$ cat src/rtl/vram_copy_ctrl.sv
// vram_copy_ctrl: copies NBYTES from back VRAM to front VRAM, one copy per vblank while copy_enable is nonzero
// Ports: clk/rst (async, active-high); copy_enable, vblank_start, vblank from the CPU/video timing;
//   back_vram_rd_low/back_vram_addr/back_vram_q read side; front_vram_wr_low/front_vram_addr/front_vram_data
//   write side; copy_in_progress, copy_done, copy_aborted status. All outputs are registered.
// Macro VCOPY_ABORT_EN: when defined, vblank falling mid-copy ends the copy after the current byte.
module vram_copy_ctrl #(
  parameter int NBYTES = 4800,
  parameter int AW     = 13,
  parameter int RD_LAT = 1
) (
  input  logic          clk,
  input  logic          rst,
  input  logic [7:0]    copy_enable,
  input  logic          vblank_start,
  input  logic          vblank,
  output logic          back_vram_rd_low,
  output logic [AW-1:0] back_vram_addr,
  input  logic [7:0]    back_vram_q,
  output logic          front_vram_wr_low,
  output logic [AW-1:0] front_vram_addr,
  output logic [7:0]    front_vram_data,
  output logic          copy_in_progress,
  output logic          copy_done,
  output logic          copy_aborted
);
  localparam int CW = (RD_LAT > 1) ? $clog2(RD_LAT) : 1;
  typedef enum logic [2:0] {IDLE, ARM, READ, WRITE, DONE} state_t;
  state_t        state_q, state_d;
  logic [AW-1:0] addr_q, addr_d;
  logic [CW-1:0] cnt_q, cnt_d;
  logic [7:0]    data_q, data_d;
  logic          rd_low_q, rd_low_d, wr_low_q, wr_low_d;
  logic          cip_q, cip_d, done_q, done_d, aborted_q, aborted_d;
  logic          abort_now;
`ifdef VCOPY_ABORT_EN
  logic abort_q;
  // sticky: once vblank is seen low, the byte in flight still finishes its WRITE
  assign abort_now = abort_q | ((state_q == READ || state_q == WRITE) & ~vblank);
  always_ff @(posedge clk or posedge rst)
    if (rst) abort_q <= 1'b0;
    else abort_q <= (state_q == ARM) ? 1'b0 : abort_now;
`else
  logic unused_vblank;
  assign unused_vblank = vblank;
  assign abort_now = 1'b0;
`endif
  always_comb begin
    state_d = state_q;
    addr_d  = addr_q;
    cnt_d   = cnt_q;
    data_d  = data_q;
    case (state_q)
      IDLE: state_d = (vblank_start && copy_enable != 8'd0) ? ARM : IDLE;
      ARM: begin
        state_d = READ;
        addr_d  = '0;
        cnt_d   = '0;
      end
      READ:
        if (cnt_q == CW'(RD_LAT - 1)) begin
          state_d = WRITE;
          data_d  = back_vram_q;
        end else cnt_d = cnt_q + 1'b1;
      WRITE:
        if (abort_now || addr_q == AW'(NBYTES - 1)) state_d = DONE;
        else begin
          state_d = READ;
          addr_d  = addr_q + 1'b1;
          cnt_d   = '0;
        end
      default: state_d = IDLE;
    endcase
    // outputs follow the next state so they line up with the state register
    rd_low_d  = state_d != READ;
    wr_low_d  = state_d != WRITE;
    cip_d     = state_d == ARM || state_d == READ || state_d == WRITE;
    done_d    = state_d == DONE && !abort_now;
    aborted_d = state_d == DONE && abort_now;
  end
  always_ff @(posedge clk or posedge rst)
    if (rst) begin
      state_q   <= IDLE;
      addr_q    <= '0;
      cnt_q     <= '0;
      data_q    <= '0;
      rd_low_q  <= 1'b1;
      wr_low_q  <= 1'b1;
      cip_q     <= 1'b0;
      done_q    <= 1'b0;
      aborted_q <= 1'b0;
    end else begin
      state_q   <= state_d;
      addr_q    <= addr_d;
      cnt_q     <= cnt_d;
      data_q    <= data_d;
      rd_low_q  <= rd_low_d;
      wr_low_q  <= wr_low_d;
      cip_q     <= cip_d;
      done_q    <= done_d;
      aborted_q <= aborted_d;
    end
  assign back_vram_rd_low  = rd_low_q;
  assign back_vram_addr    = addr_q;
  assign front_vram_wr_low = wr_low_q;
  assign front_vram_addr   = addr_q;
  assign front_vram_data   = data_q;
  assign copy_in_progress  = cip_q;
  assign copy_done         = done_q;
  assign copy_aborted      = aborted_q;
endmodule

$ cat config.mk
export PLATFORM = sky130hd
export DESIGN_NAME = vram_copy_ctrl
export DESIGN_NICKNAME = d
export VERILOG_FILES = /design/src/rtl/vram_copy_ctrl.sv
export SDC_FILE = /design/constraint.sdc
export NUM_CORES = 1
export LEC_CHECK = 0
export BUFFER_PORTS_ARGS = -buffer_cell sky130_fd_sc_hd__buf_2
export CAP_MARGIN = 20
export CELL_PAD_IN_SITES_DETAIL_PLACEMENT = 1
export CELL_PAD_IN_SITES_GLOBAL_PLACEMENT = 1
export CORE_ASPECT_RATIO = 0.9
export CORE_MARGIN = 2
export CORE_UTILIZATION = 34
export CTS_CLUSTER_DIAMETER = 60
export DETAILED_ROUTE_END_ITERATION = 10
export GPL_ROUTABILITY_DRIVEN = 0
export PLACE_DENSITY_LB_ADDON = 0.2
export SKIP_CTS_REPAIR_TIMING = 1
export SYNTH_ARGS = -nofsm -noshare
export SYNTH_HDL_FRONTEND = slang
export SYNTH_SLANG_ARGS = --single-unit
$ cat constraint.sdc
create_clock -name clk -period 1.95 [get_ports clk]
set_input_delay 0 -clock clk [delete_from_list [all_inputs] [get_ports clk]]
set_output_delay 0 -clock clk [all_outputs]
set_load 0.02 [all_outputs]
# Word-level counts from Yosys, hierarchy flattened
# Index checks and enable logic that the tools add are counted.
# word_totals
input_bits	20
ff_bits	29
output_inout_bits	39
word_cells	41
# op_classes
muxes	9
n_addsub	2
n_reduce_logical	10
n_eq_ne	11
bitwise	1
# ops
operator	count
13-bit case mux with 2 select lines	1
13-bit by 1-bit adder with 13-bit output (second input constant)	1
13-bit == test (second input constant)	1
13-bit two-way mux	1
3-bit by 2-bit == test with 1-bit output (second input constant)	4
3-bit case mux with 4 select lines	1
8-bit nonzero test	1
3-bit by 1-bit == test with 1-bit output (second input constant)	2
3-bit two-way mux	2
3-bit by 2-bit != test with 1-bit output (second input constant)	2
2-bit AND reduction	3
3-bit == test (second input constant)	1
3-bit zero test	1
1-bit two-way mux	3
1-bit case mux with 3 select lines	1
3-bit nonzero test	1
1-bit logical OR	2
2-bit != test (second input constant)	1
2-bit nonzero test	1
1-bit adder (second input constant)	1
1-bit logical AND	1
1-bit NOT	1

# Depth between registers and ports, before layout
# Gate-level depths: netlist of the first run.
# logic_depth
ltp_word	7
ltp_mapped	7
depth_no_buf	6

# Worst setup path before layout of the first run
# No wires, ideal clock.
# synth_path
path_kind	reg2reg
start	register addr_q[0] (netlist: back_vram_addr[0])
end	register addr_q[2] (netlist: back_vram_addr[2])
setup_ns	0.078
synth_period_minus_slack_ns	1.692
path_slack_ns	0.258
arrival_time_ns	1.614
path_buffers	1
stages_incl_launch_ff	7
required_time_ns	1.872
cell_sequence	dfrtp_1 > ha_1 > and2_1 > and4_4 > buf_6 > or3_1 > a21oi_1
# synth_via
elab_chain_len	3
elab_cells_between_ends	6
cone_classes	1 x add/sub; 2 x eq/ne; 2 x mux; 1 x reduce/logical
# synth_lines
element	line_no	rtl
start: declaration	29	logic [AW-1:0] addr_q, addr_d;
start signal: assignment	93	addr_q <= addr_d;
13-bit by 1-bit adder with 13-bit output or 13-bit == test (tied branches)	68, 65	
13-bit two-way mux or 2-bit != test (tied branches)	--	
13-bit case mux with 2 select lines or 2-bit AND reduction (tied branches)	--	
# Parallel ways exist; a longest one is shown, timed or not. The select of a mux whose other input is x is not followed.
# A chain may end at the register's enable or synchronous reset.

# Worst setup path after layout of the first run
# layout_path
start	register addr_q[3] (netlist: back_vram_addr[3])
end	register addr_q[11] (netlist: back_vram_addr[11])
# The elaborated chain is that of the path after synthesis.

==> results of run 1 <==
==> logic make-up (layout without fill, tap and decap cells) <==
group	after synthesis	after routing	share of synthesized area
DFF	28	28	0.502
xor gates and xnor gates	1	1	0.00626
AOI/OAI and AO/OA	26	26	0.112
other	1	1	0.00268
buffers and inverters	23	77	0.105
adders and majority gates	1	1	0.00894
and+or+nand+nor	71	71	0.263
==> cell type report <==
| cell class | count | area [um^2] | area share |
|---|---|---|---|
| Clock inverter | 1 | 30.0 | 0.0167 |
| Clock buffer | 3 | 41.3 | 0.0229 |
| Tap cell | 48 | 60.1 | 0.0334 |
| Inverter | 4 | 15.0 | 0.00834 |
| Sequential cell | 28 | 703 | 0.391 |
| Multi-Input combinational cell | 100 | 549 | 0.305 |
| Timing Repair Buffer | 69 | 400 | 0.223 |
==> layer usage <==
metal  vias to the layer above  global-route usage  part of all wire
li1                        615                   -                 -
met1                       653               0.210              0.41
met2                        31               0.303              0.54
met3                         2              0.0389             0.042
met4                         0              0.0283            0.0034
met5                         -                   0                 0
==> placed cells by master, fill, tap and decap left out, types with 4 or more instances in the layout <==
| master | n |
|---|---|
| nand2_1 | 32 |
| nand3_1 | 9 |
| dlygate4sd3_1 | 9 |
| a21oi_1 | 8 |
| o21ai_0 | 12 |
| buf_4 | 4 |
| nor3_1 | 5 |
| or3_1 | 5 |
| dfrtp_1 | 26 |
| buf_2 | 56 |
==> power by group <==
group          switching, mW  total (mW)  internal [mW]  leakage, nW
Clock                  0.195       0.470          0.275       0.0357
Sequential             0.135       0.895          0.760        0.359
Combinational          0.620       0.928          0.308        0.530
Total                  0.950        2.29           1.34        0.924
==> stage by stage <==
| step | total power, mW | hold WS (ns) | setup slack [ns] | cells | instance area, um^2 |
|---|---|---|---|---|---|
| after detailed placement | 1.84 | 0.109 | 0.335 | 240 | 1640 |
| final | 2.29 | 0.0422 | 0.292 | 253 | 1800 |
| after floorplan | 1.50 | 0.0639 | 0.258 | 151 | 1400 |
| after CTS | 2.31 | -0.209 | 0.294 | 244 | 1710 |
| after global routing | 2.47 | 0.0356 | 0.146 | 253 | 1800 |
| after global placement | 1.79 | 0.0832 | 0.363 | 240 | 1640 |
==> cells in the mapped netlist (2+ instances only) <==
master	n
nand3_1	9
nor4_1	2
buf_4	14
o21ai_0	12
nand2b_1	2
clkbuf_1	3
o31ai_1	2
a41oi_1	2
nand4_1	2
nor3_1	5
or3_1	5
and3_1	3
a21oi_1	8
nand2_1	32
nor2_1	3
inv_1	3
dfrtp_1	26
dfstp_2	2
==> final timing paths <==
check / end / slack [ns] / depth (start not counted)
min: state_q[0]$_DFF_PP0_ / 0.04 / 3
max reg2reg: back_vram_addr[11]$_DFFE_PP0P_ / 0.29 / 4
min in group asynchronous: back_vram_addr[12]$_DFFE_PP0P_ / 0.33 / 4
min reg2reg: front_vram_data[0]$_DFFE_PP0P_ / 0.49 / 2
max: back_vram_addr[11]$_DFFE_PP0P_ / 0.29 / 4
max in group asynchronous: back_vram_rd_low$_DFF_PP1_ / 1.31 / 4
==> critical path: stages (launching register included) <==
cell and delay, ns:
dfrtp_1 0.49, and3_1 0.35, nand3_1 0.17, or3_1 0.39
a21oi_1 0.18
==> state kept, by name, summed over array words and instances (netlist names) <==
| name | cells |
|---|---|
| front_vram_data | 8 |
| back_vram_addr | 13 |
| copy_in_progress | 1 |
| back_vram_rd_low | 1 |
| copy_done | 1 |
| state_q | 3 |
| front_vram_wr_low | 1 |
==> impl_metrics.json, run 1 <==
{
  "htree_levels": 1,
  "vias": 1301,
  "arrival_ns": 1.86,
  "grt_pass1_wl_mm": 6.25,
  "finalCritPeriodShare": 0.850,
  "vias_per_cell": 5.14,
  "ys_ff_latch": 28,
  "post-route-min-period_ns": 1.66,
  "rows": 22,
  "grt_pass1_vias": 1308,
  "hold_start": "vblank_start",
  "drt_iter0_markers": 88,
  "cts_made_buffers": 3,
  "max_freq_ghz": 0.603,
  "p_per_area_mw_per_mm2": 1270,
  "syn_area_mm2": 0.00140,
  "synth_cell_type_count": 34,
  "post-dp-hpwl_mm": 2.69,
  "avgSynthCellArea_um2": 9.27,
  "reg2reg_from": "back_vram_addr[3]$_DFFE_PP0P_",
  "drv_cap": 0,
  "grt_start_max_net_pins": 29,
  "synthTopCellsByArea": "dfrtp_1 (46%), nand2_1 (8.6%), buf_4 (7.5%), o21ai_0 (4.3%), dfstp_2 (3.8%)",
  "synthesis.instances": 151,
  "required_ns": 2.15,
  "gr-total-overflow": 0,
  "fp.dieH_um": 64.9,
  "synth_top_area_cell": "dfrtp_1",
  "vdd_ir_drop_max_mv": 0.678,
  "finalSetupViolations": 0,
  "wl_per_cell_um": 14.9,
  "dieArea_mm2": 0.00465,
  "crit_start": "back_vram_addr[3]$_DFFE_PP0P_",
  "syn2layout_area_growth_pct": 28.5,
  "rsz0062_at_grt": "no",
  "hp-class": "in2reg",
  "grt_usage": 0.169,
  "port-buffer-count": 56,
  "critPathCaptureType": "flip-flop",
  "synth_edf_count": 0,
  "finalHoldViolations": 0,
  "path_class": "reg2reg",
  "outcome": "completed",
  "start_util": 0.348,
  "diodes": 0,
  "io_pins": 59,
  "slew_viol_final": 0,
  "fp.dieW_um": 71.6,
  "ys.flop_type": "dfrtp_1",
  "core_area_mm2": 0.00402,
  "yosysTopAreaCellShare": 0.465,
  "layout.nets": 227,
  "wl_mm": 3.77,
  "synth_fp_nets": 172,
  "cts_root_buf": "clkbuf_8",
  "drive_gt1_frac": 0.346,
  "post-route-drc-count": 0,
  "finalSetupTns_ns": 0,
  "cts_tree": "done",
  "ys_async_sr_fraction": 1.00,
  "clock_latency_ns": 0.28,
  "power.static_leakage_nw": 0.924,
  "nFillCells": 489,
  "yosysWarnings": 0,
  "ant_nets": 0,
  "path_max_fanout": 9,
  "clk_pin_slew_ns": 0.10,
  "clk_path_buf_depth": 2,
  "critPathLaunchType": "flip-flop",
  "numClockSinks": 28,
  "antenna_found_initial": 0,
  "drtPass1Iterations": 4,
  "synth-seq-area-share": 0.502,
  "final_util": 0.448,
  "clock-skew-final_ns": 0.00147
}
(Power assumes the default switching activity.)
==> run 2: changes to the inputs <==
CELL_PAD_IN_SITES_DETAIL_PLACEMENT = 0   (was 1)
==> run 2 against run 1 <==
  * Clock skew is 0.0052 ns higher
  * Worst hold slack better by 0.025 ns
  * Cell count did not move
  * Die area stayed put
  * Non-clock buffer count is the same
  * Global-route usage down 1.2 points
  * Routed wire length fell by 12%
  * Utilization down 0.40 points
  * Critical endpoint is now back_vram_addr[2]$_DFFE_PP0P_
  * Largest power group unchanged
==> impl_metrics.json, run 2 (synthesized netlist as in run 1, its figures left out) <==
{
  "outcome": "completed",
  "rows": 22,
  "critPathCaptureType": "flip-flop",
  "clock-skew-final_ns": 0.00666,
  "vias_per_cell": 4.95,
  "placement.setup.worst_slack_ns": 0.346,
  "ant_nets": 0,
  "p_seq_frac": 0.414,
  "gr-total-overflow": 0,
  "core_area_mm2": 0.00402,
  "max_freq_ghz": 0.615,
  "path_max_fanout": 8,
  "syn2layout_area_growth_pct": 27.3,
  "cts_tree": "done",
  "antenna_found_initial": 0,
  "dieArea_mm2": 0.00465,
  "cts_root_buf": "clkbuf_8",
  "clk_path_buf_depth": 2,
  "rsz0062_at_grt": "no",
  "grt_pass1_wl_mm": 5.71,
  "drtPass1Iterations": 4,
  "finalHoldViolations": 0,
  "finalSetupTns_ns": 0,
  "critPathLaunchType": "flip-flop",
  "clock_latency_ns": 0.28,
  "grt_usage": 0.158,
  "start_util": 0.348,
  "vias": 1253,
  "clk_pin_slew_ns": 0.10,
  "numClockSinks": 28,
  "grt_start_max_net_pins": 29,
  "io_pins": 59,
  "vdd_ir_drop_max_mv": 0.677,
  "layout_common_cells": "buf_2 (56), nand2_1 (32), dfrtp_1 (26)",
  "nFillCells": 419,
  "finalCritPeriodShare": 0.834,
  "drv_cap": 0,
  "grt_pass1_vias": 1184,
  "worst_slack_ns": 0.323,
  "fp.dieH_um": 64.9,
  "layout_commonest_cell": "buf_2",
  "slew_viol_final": 0,
  "power.static_leakage_nw": 0.917,
  "wl_mm": 3.31,
  "required_ns": 2.16,
  "hp-class": "in2reg",
  "crit_start": "back_vram_addr[0]$_DFFE_PP0P_",
  "layout.nets": 227,
  "switching_power_mw": 0.913,
  "power.share.clock": 0.167,
  "hold_start": "vblank_start",
  "htree_levels": 1,
  "drt_iter0_markers": 76,
  "reg2reg_from": "back_vram_addr[0]$_DFFE_PP0P_",
  "post-dp-hpwl_mm": 2.37,
  "port-buffer-count": 56,
  "drive_gt1_frac": 0.346,
  "wl_per_cell_um": 13.1,
  "fin_hold_ws_ns": 0.0676,
  "largest_register_ffs": 13,
  "p_int_mw": 1.25,
  "path_class": "reg2reg",
  "p_total_mw": 2.16,
  "combPwrFrac": 0.420,
  "final_util": 0.444,
  "arrival_ns": 1.84,
  "p_per_area_mw_per_mm2": 1210,
  "post-route-drc-count": 0,
  "finalSetupViolations": 0,
  "diodes": 0,
  "fp.dieW_um": 71.6,
  "swShare": 0.422,
  "post-route-min-period_ns": 1.63,
  "cts_made_buffers": 3
}
## run 2: cell types whose count changed in the layout (fill, tap and decap cells not counted), sizes merged
cell,change
clkbuf,+1
bufinv,-1
## run 2: final timing paths
| check | end | slack [ns] | cells after the start |
|---|---|---|---|
| min reg2reg | front_vram_data[3]$_DFFE_PP0P_ | 0.48 | 2 |
| min in group asynchronous | back_vram_addr[12]$_DFFE_PP0P_ | 0.32 | 4 |
| max reg2reg | back_vram_addr[2]$_DFFE_PP0P_ | 0.32 | 5 |
| max | back_vram_addr[2]$_DFFE_PP0P_ | 0.32 | 5 |
| max in group asynchronous | back_vram_rd_low$_DFF_PP1_ | 1.31 | 4 |
| min | state_q[0]$_DFF_PP0_ | 0.07 | 3 |
## run 2: layout make-up
class                   count  area (um^2)  share of cell area
well taps                  48         60.1              0.0337
clock buffers               4         55.1              0.0309
repair buffers             69          400               0.225
flip-flops and latches     28          703               0.394
multi-input cells         100          549               0.308
inverters                   4         15.0             0.00842
## run 2: critical path, cell delays in order, from the launching register on
cell     delay (ns)
dfrtp_1        0.43
ha_1           0.25
and2_1         0.20
and4_4         0.18
or3_1          0.34
a21oi_1        0.15
## run 2: power groups by stage
stage,combinational [mW],sequential (mW),clock [mW]
global route,1.02,0.927,0.405
floorplan,0.436,1.06,0
detailed placement,0.913,0.904,0
finish,0.906,0.894,0.360
global placement,0.892,0.898,0
CTS,0.910,0.899,0.378
## run 2: metrics by stage
step | instances | instance area [um^2]
6_report | 253 | 1780
5_1_grt | 253 | 1780
4_1_cts | 244 | 1690
3_5_place_dp | 240 | 1640
3_3_place_gp | 240 | 1640
2_1_floorplan | 151 | 1400
## run 2: routing by layer
layer	vias up	global-route usage	wire, um
li1	615	-	-
met1	596	0.201	1490
met2	38	0.270	1620
met3	4	0.0389	166
met4	0	0.0354	29
met5	-	0	0
==> run 3: changes to the inputs <==
ABC_AREA = 1   (was unset)
clock period = 1.63 ns   (was 1.95 ns; I/O delays follow)
==> run 3 against run 2 <==
  * Via count increased by 3.4%
  * Register-to-register slack got worse by 0.14 ns
  * Critical path depth increased by 2
  * Global-route usage decreased by 2.5 points
  * Area after synthesis increased by 7.6%
  * Routed wire length increased by 0.24%
  * Clock skew decreased by 0.0044 ns
  * Sequential share of layout area decreased by 3.9 points
  * First-iteration DRC count decreased by 32%
  * Combinational power decreased by 90%
  * Sequential power decreased by 21%
  * Clock power increased by 51%
  * Highest routed layer unchanged
==> impl_metrics.json, run 3 <==
{
  "start_util": 0.362,
  "regArea_um2": 703,
  "yosysTopAreaCellShare": 0.432,
  "hp-class": "in2reg",
  "clock-skew-final_ns": 0.00227,
  "hold_start": "vblank_start",
  "largest_register_ffs": 13,
  "fp.dieW_um": 74.2,
  "layout_commonest_cell": "buf_2",
  "required_ns": 1.79,
  "syn_area_mm2": 0.00151,
  "drtPass1Iterations": 4,
  "ys.flop_type": "dfrtp_1",
  "multiInputGateArea_um2": 614,
  "synth_cell_type_count": 25,
  "numClockSinks": 28,
  "critPathCaptureType": "flip-flop",
  "fp.dieH_um": 67.2,
  "antenna_found_initial": 0,
  "drive_gt1_frac": 0.364,
  "vias": 1295,
  "p_per_area_mw_per_mm2": 678,
  "clk_pin_slew_ns": 0.09,
  "htree_levels": 1,
  "synth_common_cells": "nand2_1 (51), dfrtp_1 (26), nor2_1 (16), inv_1 (15), nand3_1 (15)",
  "arrival_ns": 1.60,
  "post-dp-hpwl_mm": 2.44,
  "crit_start": "back_vram_addr[0]$_DFFE_PP0P_",
  "cts_tree": "done",
  "synthTopCellsByArea": "dfrtp_1 (43%), nand2_1 (13%), buf_4 (7.0%), mux2_2 (6.0%), nand3_1 (5.0%)",
  "synth-seq-area-share": 0.467,
  "finalSetupViolations": 0,
  "grt_start_max_net_pins": 29,
  "rows": 22,
  "clk_path_buf_depth": 2,
  "reg2reg_from": "back_vram_addr[0]$_DFFE_PP0P_",
  "grt_pass1_wl_mm": 4.95,
  "critPathLaunchType": "flip-flop",
  "dieArea_mm2": 0.00498,
  "synthesis.instances": 181,
  "nFillCells": 438,
  "yosysMostFrequentCell": "nand2_1",
  "io_pins": 59,
  "layout.nets": 264,
  "clock_latency_ns": 0.27,
  "p_total_mw": 1.34,
  "yosysWarnings": 0,
  "drv_cap": 0,
  "path_class": "reg2reg",
  "finalSetupTns_ns": 0,
  "vdd_ir_drop_max_mv": 0.351,
  "ys_ff_latch": 28,
  "max_freq_ghz": 0.693,
  "finalHoldViolations": 0,
  "synth_top_area_cell": "dfrtp_1",
  "drt_iter0_markers": 52,
  "power.static_leakage_nw": 1.01,
  "path_max_fanout": 13,
  "finalCritPeriodShare": 0.885,
  "final_util": 0.476,
  "ant_nets": 0,
  "grt_pass1_vias": 1031,
  "cts_made_buffers": 3,
  "rsz0062_at_grt": "no",
  "layout_common_cells": "buf_2 (56), nand2_1 (51), dfrtp_1 (26)",
  "slew_viol_final": 0,
  "outcome": "completed",
  "post-route-min-period_ns": 1.44,
  "post-route-drc-count": 0,
  "avgSynthCellArea_um2": 8.32,
  "gr-total-overflow": 0,
  "wl_mm": 3.32,
  "synth_fp_nets": 202,
  "synth_edf_count": 0,
  "syn2layout_area_growth_pct": 31.3,
  "port-buffer-count": 56,
  "vias_per_cell": 4.29,
  "cts_root_buf": "clkbuf_8",
  "ys_async_sr_fraction": 1.00,
  "wl_per_cell_um": 11.0,
  "core_area_mm2": 0.00416,
  "grt_usage": 0.133,
  "diodes": 0
}
-- run 3: changes by cell type after synthesis, moves of 5 or more --
cell     delta
mux2_2      +8
nand3_1     +6
or3_1       -5
inv_1      +12
a21oi_1     -7
nor2_1     +13
nand2_1    +19
o21ai_0     -7
-- run 3: worst paths after layout --
| path | endpoint | slack, ns | cells past startpoint |
|---|---|---|---|
| min in group asynchronous | back_vram_addr[3]$_DFFE_PP0P_ | 0.32 | 4 |
| setup reg to reg | back_vram_addr[12]$_DFFE_PP0P_ | 0.19 | 7 |
| hold reg to reg | front_vram_data[7]$_DFFE_PP0P_ | 0.51 | 1 |
| max in group asynchronous | front_vram_wr_low$_DFF_PP1_ | 1.01 | 4 |
| hold / removal | state_q[0]$_DFF_PP0_ | 0.07 | 4 |
| setup / recovery | back_vram_addr[12]$_DFFE_PP0P_ | 0.19 | 7 |
-- run 3: final cells by class --
| cell class | count | share of cell area |
|---|---|---|
| well taps | 60 | 0.0380 |
| repair buffers | 75 | 0.231 |
| clock inverters | 1 | 0.0152 |
| multi-input cells | 120 | 0.311 |
| flip-flops and latches | 28 | 0.355 |
| inverters | 15 | 0.0285 |
| clock buffers | 3 | 0.0209 |
-- run 3: per-layer routing --
metal | GRT usage | part of all wire
met3 | 0.0313 | 0.033
met5 | 0 | 0
met2 | 0.205 | 0.48
met1 | 0.186 | 0.48
met4 | 0.0341 | 0.0054
-- run 3: where the power goes --
group / total, mW / internal, mW / switching, mW
Sequential: 0.708 / 0.704 / 0.00400
Clock: 0.543 / 0.329 / 0.214
Combinational: 0.0904 / 0.0464 / 0.0440
-- run 3: critical path, cell delays in order (launching register included) --
cell	delay, ns
dfrtp_1	0.36
ha_2	0.22
nand3_1	0.10
nor2_2	0.16
nand3_2	0.14
nand2_4	0.12
buf_12	0.13
o21ai_0	0.09
-- run 3: logic make-up (layout without fill, tap and decap cells) --
logic type                 Yosys count  count (layout)  share of synthesized area
AOI/OAI and AO/OA                    7               7                     0.0249
xor gates and xnor gates             3               3                     0.0174
adders and majority gates            1               1                    0.00830
buffers and inverters               33              94                      0.130
DFF                                 28              28                      0.467
muxes                                8               8                     0.0598
other                                1               1                    0.00249
and+or+nand+nor                    100             100                      0.290
-- run 3: per-stage QoR --
step                      hold slack (ns)  cells  area, um^2  setup WS (ns)
after global placement             0.0851    288        1800          0.161
after floorplan                    0.0639    181        1510          0.103
after CTS                          -0.227    292        1870          0.120
after detailed placement           0.0854    288        1800          0.151
final                              0.0743    302        1980          0.187
after global routing               0.0991    302        1980        0.00839
